$ cat src/rtl/source_arbiter.sv
// rtl/source_arbiter.sv - fixed-priority three-source arbiter with hold/release timing and a dead gap between grants
module source_arbiter #(
    parameter int HOLD_TICKS    = 50,
    parameter int RELEASE_TICKS = 10,
    parameter int GAP_CYCLES    = 2
) (
    input  logic       iClk,
    input  logic       iReset_n,
    input  logic [2:0] iReq,
    input  logic       iTick,
    output logic [3:0] oAddress,
    output logic       oBusy,
    output logic       oSwitch
);

    localparam int HW = $clog2(HOLD_TICKS + 1);
    localparam int RW = $clog2(RELEASE_TICKS + 1);
    localparam int GW = (GAP_CYCLES > 1) ? $clog2(GAP_CYCLES) : 1;

    localparam logic [HW-1:0] HOLD_MAX = HW'(HOLD_TICKS);
    localparam logic [RW-1:0] REL_MAX  = RW'(RELEASE_TICKS);
    localparam logic [GW-1:0] GAP_LAST = GW'(GAP_CYCLES - 1);

    typedef enum logic [1:0] {IDLE, GRANT, RELEASE, GAP} state_t;

    state_t          state;
    logic [1:0]      g;
    logic [HW-1:0]   hold_cnt;
    logic [RW-1:0]   rel_cnt;
    logic [GW-1:0]   gap_cnt;

    logic            win_valid;
    logic [1:0]      win;
    logic            own_req;
    logic            higher;
    logic            hold_full;
    logic            rel_full;

    always_comb begin
        win_valid = |iReq;
        win       = 2'd2;
        if (iReq[0])
            win = 2'd0;
        else if (iReq[1])
            win = 2'd1;

        own_req = 1'b0;
        higher  = 1'b0;
        case (g)
            2'd0: own_req = iReq[0];
            2'd1: begin
                own_req = iReq[1];
                higher  = iReq[0];
            end
            2'd2: begin
                own_req = iReq[2];
                higher  = |iReq[1:0];
            end
            default: begin
                own_req = 1'b0;
                higher  = 1'b0;
            end
        endcase

        hold_full = (hold_cnt == HOLD_MAX);
        rel_full  = (rel_cnt == REL_MAX);
    end

    always_ff @(posedge iClk or negedge iReset_n) begin
        if (!iReset_n) begin
            state    <= IDLE;
            g        <= 2'd0;
            hold_cnt <= '0;
            rel_cnt  <= '0;
            gap_cnt  <= '0;
            oAddress <= 4'd0;
            oBusy    <= 1'b0;
            oSwitch  <= 1'b0;
        end else begin
            oSwitch <= 1'b0;
            case (state)
                IDLE: begin
                    if (win_valid) begin
                        state    <= GRANT;
                        g        <= win;
                        hold_cnt <= '0;
                        oAddress <= 4'b0001 << win;
                        oBusy    <= 1'b1;
                        oSwitch  <= 1'b1;
                    end
                end
                GRANT: begin
                    if (iTick && !hold_full)
                        hold_cnt <= hold_cnt + HW'(1);
                    if (!own_req) begin
                        state   <= RELEASE;
                        rel_cnt <= '0;
                    end else if (hold_full && higher) begin
                        state    <= GAP;
                        gap_cnt  <= '0;
                        oAddress <= 4'd0;
                    end
                end
                RELEASE: begin
                    // A re-asserted request always wins over any reason to let go.
                    if (own_req) begin
                        state <= GRANT;
                    end else if (rel_full || (higher && hold_full)) begin
                        state    <= GAP;
                        gap_cnt  <= '0;
                        oAddress <= 4'd0;
                    end else if (iTick) begin
                        rel_cnt <= rel_cnt + RW'(1);
                    end
                end
                GAP: begin
                    if (gap_cnt == GAP_LAST) begin
                        if (win_valid) begin
                            state    <= GRANT;
                            g        <= win;
                            hold_cnt <= '0;
                            oAddress <= 4'b0001 << win;
                            oSwitch  <= 1'b1;
                        end else begin
                            state <= IDLE;
                            oBusy <= 1'b0;
                        end
                    end else begin
                        gap_cnt <= gap_cnt + GW'(1);
                    end
                end
                default: begin
                    state    <= IDLE;
                    oAddress <= 4'd0;
                    oBusy    <= 1'b0;
                end
            endcase
        end
    end

endmodule

$ cat config.mk
export PLATFORM = sky130hd
export DESIGN_NAME = source_arbiter
export DESIGN_NICKNAME = d
export VERILOG_FILES = /design/src/rtl/source_arbiter.sv
export SDC_FILE = /design/constraint.sdc
export NUM_CORES = 1
export LEC_CHECK = 0
export BUFFER_PORTS_ARGS = -buffer_cell sky130_fd_sc_hd__buf_2
export CAP_MARGIN = 20
export CORE_ASPECT_RATIO = 0.9
export CORE_MARGIN = 2
export CORE_UTILIZATION = 58
export DETAILED_ROUTE_END_ITERATION = 10
export PLACE_DENSITY = 0.78
export SLEW_MARGIN = 0
export SYNTH_ARGS = -nofsm -noshare
export SYNTH_HDL_FRONTEND = slang
export SYNTH_SLANG_ARGS = --single-unit
$ cat constraint.sdc
create_clock -name iClk -period 2.45 [get_ports iClk]
set_clock_uncertainty 0.1 [all_clocks]
set_input_delay 0.245 -clock iClk [delete_from_list [all_inputs] [get_ports iClk]]
set_output_delay 0.245 -clock iClk [all_outputs]
set_load 0.05 [all_outputs]
# After elaboration in Yosys (flattened, before gate mapping)
# Cells that the tools add are included.
# word_totals
regBits,21
word_cells,95
ram_bits,0
in_bits,6
latchBits,0
rom_bits,0
mem_count,0
# op_classes
order_cmp,0
n_mul,0
shift,1
div,0
n_addsub,3
n_reduce_logical,19
n_eq_ne,20
n_mux,44
bitwise_logic,0
# op_table
cell,n
4-bit two-way mux,10
2-bit inequality test (second input constant),11
2-bit two-way mux,10
6-bit two-way mux,3
6-bit case mux with 3 select lines,1
4-bit case mux with 4 select lines,1
5-bit AND reduction,3
1-bit two-way mux,11
2-bit case mux with 4 select lines,1
4-bit case mux with 2 select lines,1
4-bit AND reduction,2
6-bit by 1-bit adder with 6-bit output (second input constant),1
2-bit equality test (second input constant),3
6-bit equality test (second input constant),1
3-bit inequality test (second input constant),2
1-bit case mux with 2 select lines,3
1-bit case mux with 3 select lines,2
3-bit nonzero test,2
4-bit by 1-bit adder with 4-bit output (second input constant),1
2-bit by 1-bit equality test with 1-bit output (second input constant),2
4-bit equality test (second input constant),1
2-bit logical NOT,2
2-bit case mux with 2 select lines,1
2-bit nonzero test,2
other kinds (9),10

# Depth between registers and ports, before layout
# depth
depth_word,7
depth_mapped,8
depth_no_buf,8

# Worst setup path before layout
# No wires, ideal clock.
# synth_timing
kind,reg2reg
startpoint,register g[0]
endpoint,register oAddress[0]
stages_incl_launch_ff,9
t_required_ns,2.225
n_path_buf,0
setup_slack_ns,0.290
arrival_time_ns,1.935
path_cell_list,dfrtp_1 -> inv_1 -> ha_1 -> a222oi_1 -> or2_2 -> nor2_1 -> a2111oi_4 -> nand2_2 -> mux2_4
# synth_between
elab_chain_len,6
elab_cells_between_ends,12
cone_classes,eq/ne (6); mux (2); reduce/logical (4)
# synth_lines
item,line_no,text
start: declaration,27,logic [1:0] g;
start signal: assignment,85,g <= win;
start signal: assignment,120,g <= win;
2-bit equality test / 2-bit by 1-bit equality test with 1-bit output (equally long branches),49,case (g)
1-bit case mux with 2 select lines,49,
1-bit logical AND,"98, 108",
1-bit logical OR,108,end else if (rel_full || (higher && hold_full)) begin
2-bit inequality test (no line),n/a,
5-bit AND reduction (no line) (*),n/a,
end signal: assignment,87,oAddress <= 4'b0001 << win;
end signal: assignment,122,oAddress <= 4'b0001 << win;
end: declaration,11,"output logic [3:0] oAddress,"
# Mark *: on every way between the ends. The rest lies on a longest branch, timed or not.
# A chain may end at the register's enable or synchronous reset.

# Final worst setup path
# Same ends and word-level chain as after synthesis.

==> implementation parameters <==
Parameter                              Value

Die
  DIE AREA ... between 0.002 and 0.003 mm2
  Row Count ... 16
  I/O pin cnt ... 12
  Core area ... 0.00218 mm2
  DIE HEIGHT ... between 40 and 50 um
  Initial Utilization ... 0.616
  Die W ... 54.7 um

STA
  Setup TNS ... 0 ns
  Endpoints failing hold ... 0
  Slew of the pin with the lowest slew margin ... a little over 0.5 ns
  Fmax ... around 0.43 GHz
  Pins Over Slew Limit ... 0
  Unrepaired setup endpoints after global routing ... false
  Time the final worst path needs with I/O delays and setup ... between 2 and 2.5 ns
  Count of final setup violators ... 0
  Final worst-path cycle share ... 0.949
  Max-Slew Margin vs Limit ... 0.661
  Final worst slack ... between 0.1 and 0.15 ns

Drt
  Post-detailed-routing wire length ... between 2000 and 3000 um
  Vias after detailed routing ... between 1k and 1.5k
  Detailed-route vias per instance ... a little over 6
  Remaining design rule violation count ... 0
  Routed wire per std cell ... about 16 um
  Initial DRC Count ... 30
  Antenna Violating Nets Remaining ... 0
  Total iterations of the first detailed-routing run ... 4

Run status
  Outcome ... finished, final reports clean

Setup path
  Critical Path End Type ... flip-flop
  Cell with the biggest individual delay on the critical path ... dfrtp_1
  Category of the critical setup timing path ... flip-flop to flip-flop
  Data arrival time of the critical path ... roughly 2.4 ns
  Crit-path cells ... buf_4 > ha_1 > a222oi_1 > or2_4 > nor2_1 > a2111oi_4 > nand2_2 > mux2_4
  Startpoint class of the critical path ... flip-flop
  Maximum single-stage delay on the critical path ... approximately 0.4 ns
  Maximum fanout along the worst path ... 4
  Worst Path Required ... between 2 and 3 ns

CTS
  Number of sinks driven by the clock tree ... 21
  Root buf cell ... clkbuf_4
  Clock tree from TritonCTS ... done
  Maximum level of the CTS H-tree ... 1
  TritonCTS Buffers ... 3
  Worst skew pair latency ... approximately 0.31 ns
  Max Root-Sink Buffers ... 2
  CTS clock-pin slew for the worst setup and hold paths ... between 0.1 and 0.15 ns

Layout
  Layout filler cell count ... 167
  Post-synthesis to final-layout area growth ... 12.2%
  Leading cell types in the layout, fill and taps excluded ... 21 x dfrtp_1, 14 x nor2_1, 12 x ha_1
  Area used by sequential logic in the layout ... roughly 530 um2
  Most common library cell in the layout ignoring fill and taps ... dfrtp_1
  Final #Nets ... 180
  Post-route standard cell area excluding fillers ... 0.00151 mm2
  Final core utilization ... 0.691
  Multi-input logic area ... between 700 and 800 um2
  Ratio of cells with drive above 1 in the final layout ... 0.186
  Antenna cells ... 0

Yosys
  Share of synthesized area occupied by flip-flops and latches ... 0.391
  Post-Synthesis Net Count ... 160
  Synthesized netlist cell count ... around 140
  Synthesis warning total ... 0
  Post-synthesis area per instance ... about 9.5 um2
  Yosys cell types ... 41
  Netlist area before placement ... approximately 0.0013 mm2
  Flops & latches, synth ... 21

Power
  Cell area power density ... approximately 1200 mW/mm2
  Final Power ... between 1500 and 2000 uW
  Peak VDD IR ... just under 800 uV
  Static leakage power ... about 0.00072 uW

Global route
  Number of global-route vias before repair ... between 1k and 1.5k
  Global-route wire length before repair ... just under 5000 um
  Pin count of the biggest net entering global routing ... 22
  Antenna violations before repair ... 0
  Total overflow reported by the global router ... 0
  GRT met2 Usage ... 0.403
  Total global-route track usage ... 0.248
  GRT Max-Usage Layer ... met2
  Met3 track demand over resource ... 0.0303
  GR Layer Usage met1 ... 0.327

Min path
  Class of the tightest hold or removal check ... input pin to flip-flop

Placed design
  Weighted congestion reported at the end of routability-driven placement ... roughly 0.85
  Input/output buffers ... 11
  Area of placed instances ... 0.00145 mm2
  Setup slack at placement ... approximately 0.074 ns
  Half-perimeter wire length after placement ... roughly 2100 um

Job
  Max Cap Viol ... 0
[cell usage after synthesis, drive strengths merged]
master	count	area [um2]
dfrtp	21	526
nor2	16	67.6
ha	12	150
nand2	12	47.6
o21ai	9	45.0
a21oi	8	40.0
inv	7	26.3
nand3	7	35.0
mux2i	4	40.0
nor3	4	20.0
clkbuf	3	11.3
mux2	3	45.0
nand4	3	18.8
nor2b	3	18.8
a211o	2	17.5
and3	2	12.5
nor4	2	12.5
or4	2	15.0
xnor2	2	17.5
xor2	2	17.5
a2111oi	1	27.5
a211oi	1	7.51
a21boi	1	7.51
a222oi	1	10.0
a22o	1	8.76
a31o	1	8.76
a31oi	1	6.26
and2	1	6.26
and4	1	8.76
nand2b	1	6.26
nand3b	1	7.51
o211ai	1	7.51
o21a	1	7.51
o31ai	1	7.51
o41ai	1	8.76
or2	1	6.26
or3	1	6.26
or3b	1	11.3
[kinds of logic after synthesis]
group / count (synthesis) / synth area share
AND/OR/NAND/NOR: 58 / 0.223
AO/OA/AOI/OAI: 30 / 0.156
flip-flops: 21 / 0.391
adder cells (fa/ha/maj): 12 / 0.112
buffers and inverters: 10 / 0.0279
multiplexers: 7 / 0.0633
XOR/XNOR: 4 / 0.0261
[metal layers]
metal	vias to the layer above	routed length (um)
met3	9	119
met4	0	66
met1	556	1300
met5	-	0
met2	35	1430
li1	546	-
[cell type report]
class | count | share of cell area
timing repair buffer | 18 | 0.0730
clock buffer | 4 | 0.0174
inverter | 7 | 0.0174
multi-input combinational | 111 | 0.521
tap | 27 | 0.0224
sequential | 21 | 0.349
[critical path: cells and delay by family, from the launching register on]
kind                       cells  cell delay, ns
AOI/OAI and AO/OA              2            0.59
and+or+nand+nor                3            0.47
DFF                            1            0.40
muxes                          1            0.32
adders and majority gates      1            0.21
buffers and inverters          1            0.15
[sequential cells by signal (all words and copies together), names as in the netlist]
name	cells
oBusy	1
state	2
oAddress	4
oSwitch	1
rel_cnt	4
g	2
gap_cnt	1
hold_cnt	6
[worst paths after layout]
| check | startpoint | cells after the start | slack (ns) | end |
|---|---|---|---|---|
| min in group asynchronous | iReset_n | 2 | 0.30 | rel_cnt[3] |
| worst min-delay path | iReq[1] | 3 | 0.17 | g[0] |
| worst max register to register | g[0] | 8 | 0.13 | oAddress[0] |
| worst min register to register | oBusy | 2 | 0.41 | oBusy |
| worst max-delay path | g[0] | 8 | 0.13 | oAddress[0] |
| max in group asynchronous | iReset_n | 2 | 1.62 | hold_cnt[3] |
[stage by stage]
step	instances	hold slack, ns
after floorplan	142	-0.151
after global placement	181	0.116
after detailed placement	181	0.131
after CTS	186	0.161
after global routing	188	0.191
final	188	0.171
[where the power goes]
part | leakage [uW] | internal, uW | switching (uW)
combinational | 0.000431 | 450 | 658
clock | 0.0000150 | 63.6 | 106
sequential | 0.000274 | 456 | 96.7
[repair_timing]
| action | 4_1_cts | 5_1_grt |
|---|---|---|
| hold buffers | 1 | 0 |
| endpoints found under the setup margin | 0 | 3 |
| hold endpoints to repair | 21 | 0 |
| gates resized for setup | 0 | 2 |
| setup buffers | 0 | 2 |
Power figures use the tool's default switching activity.
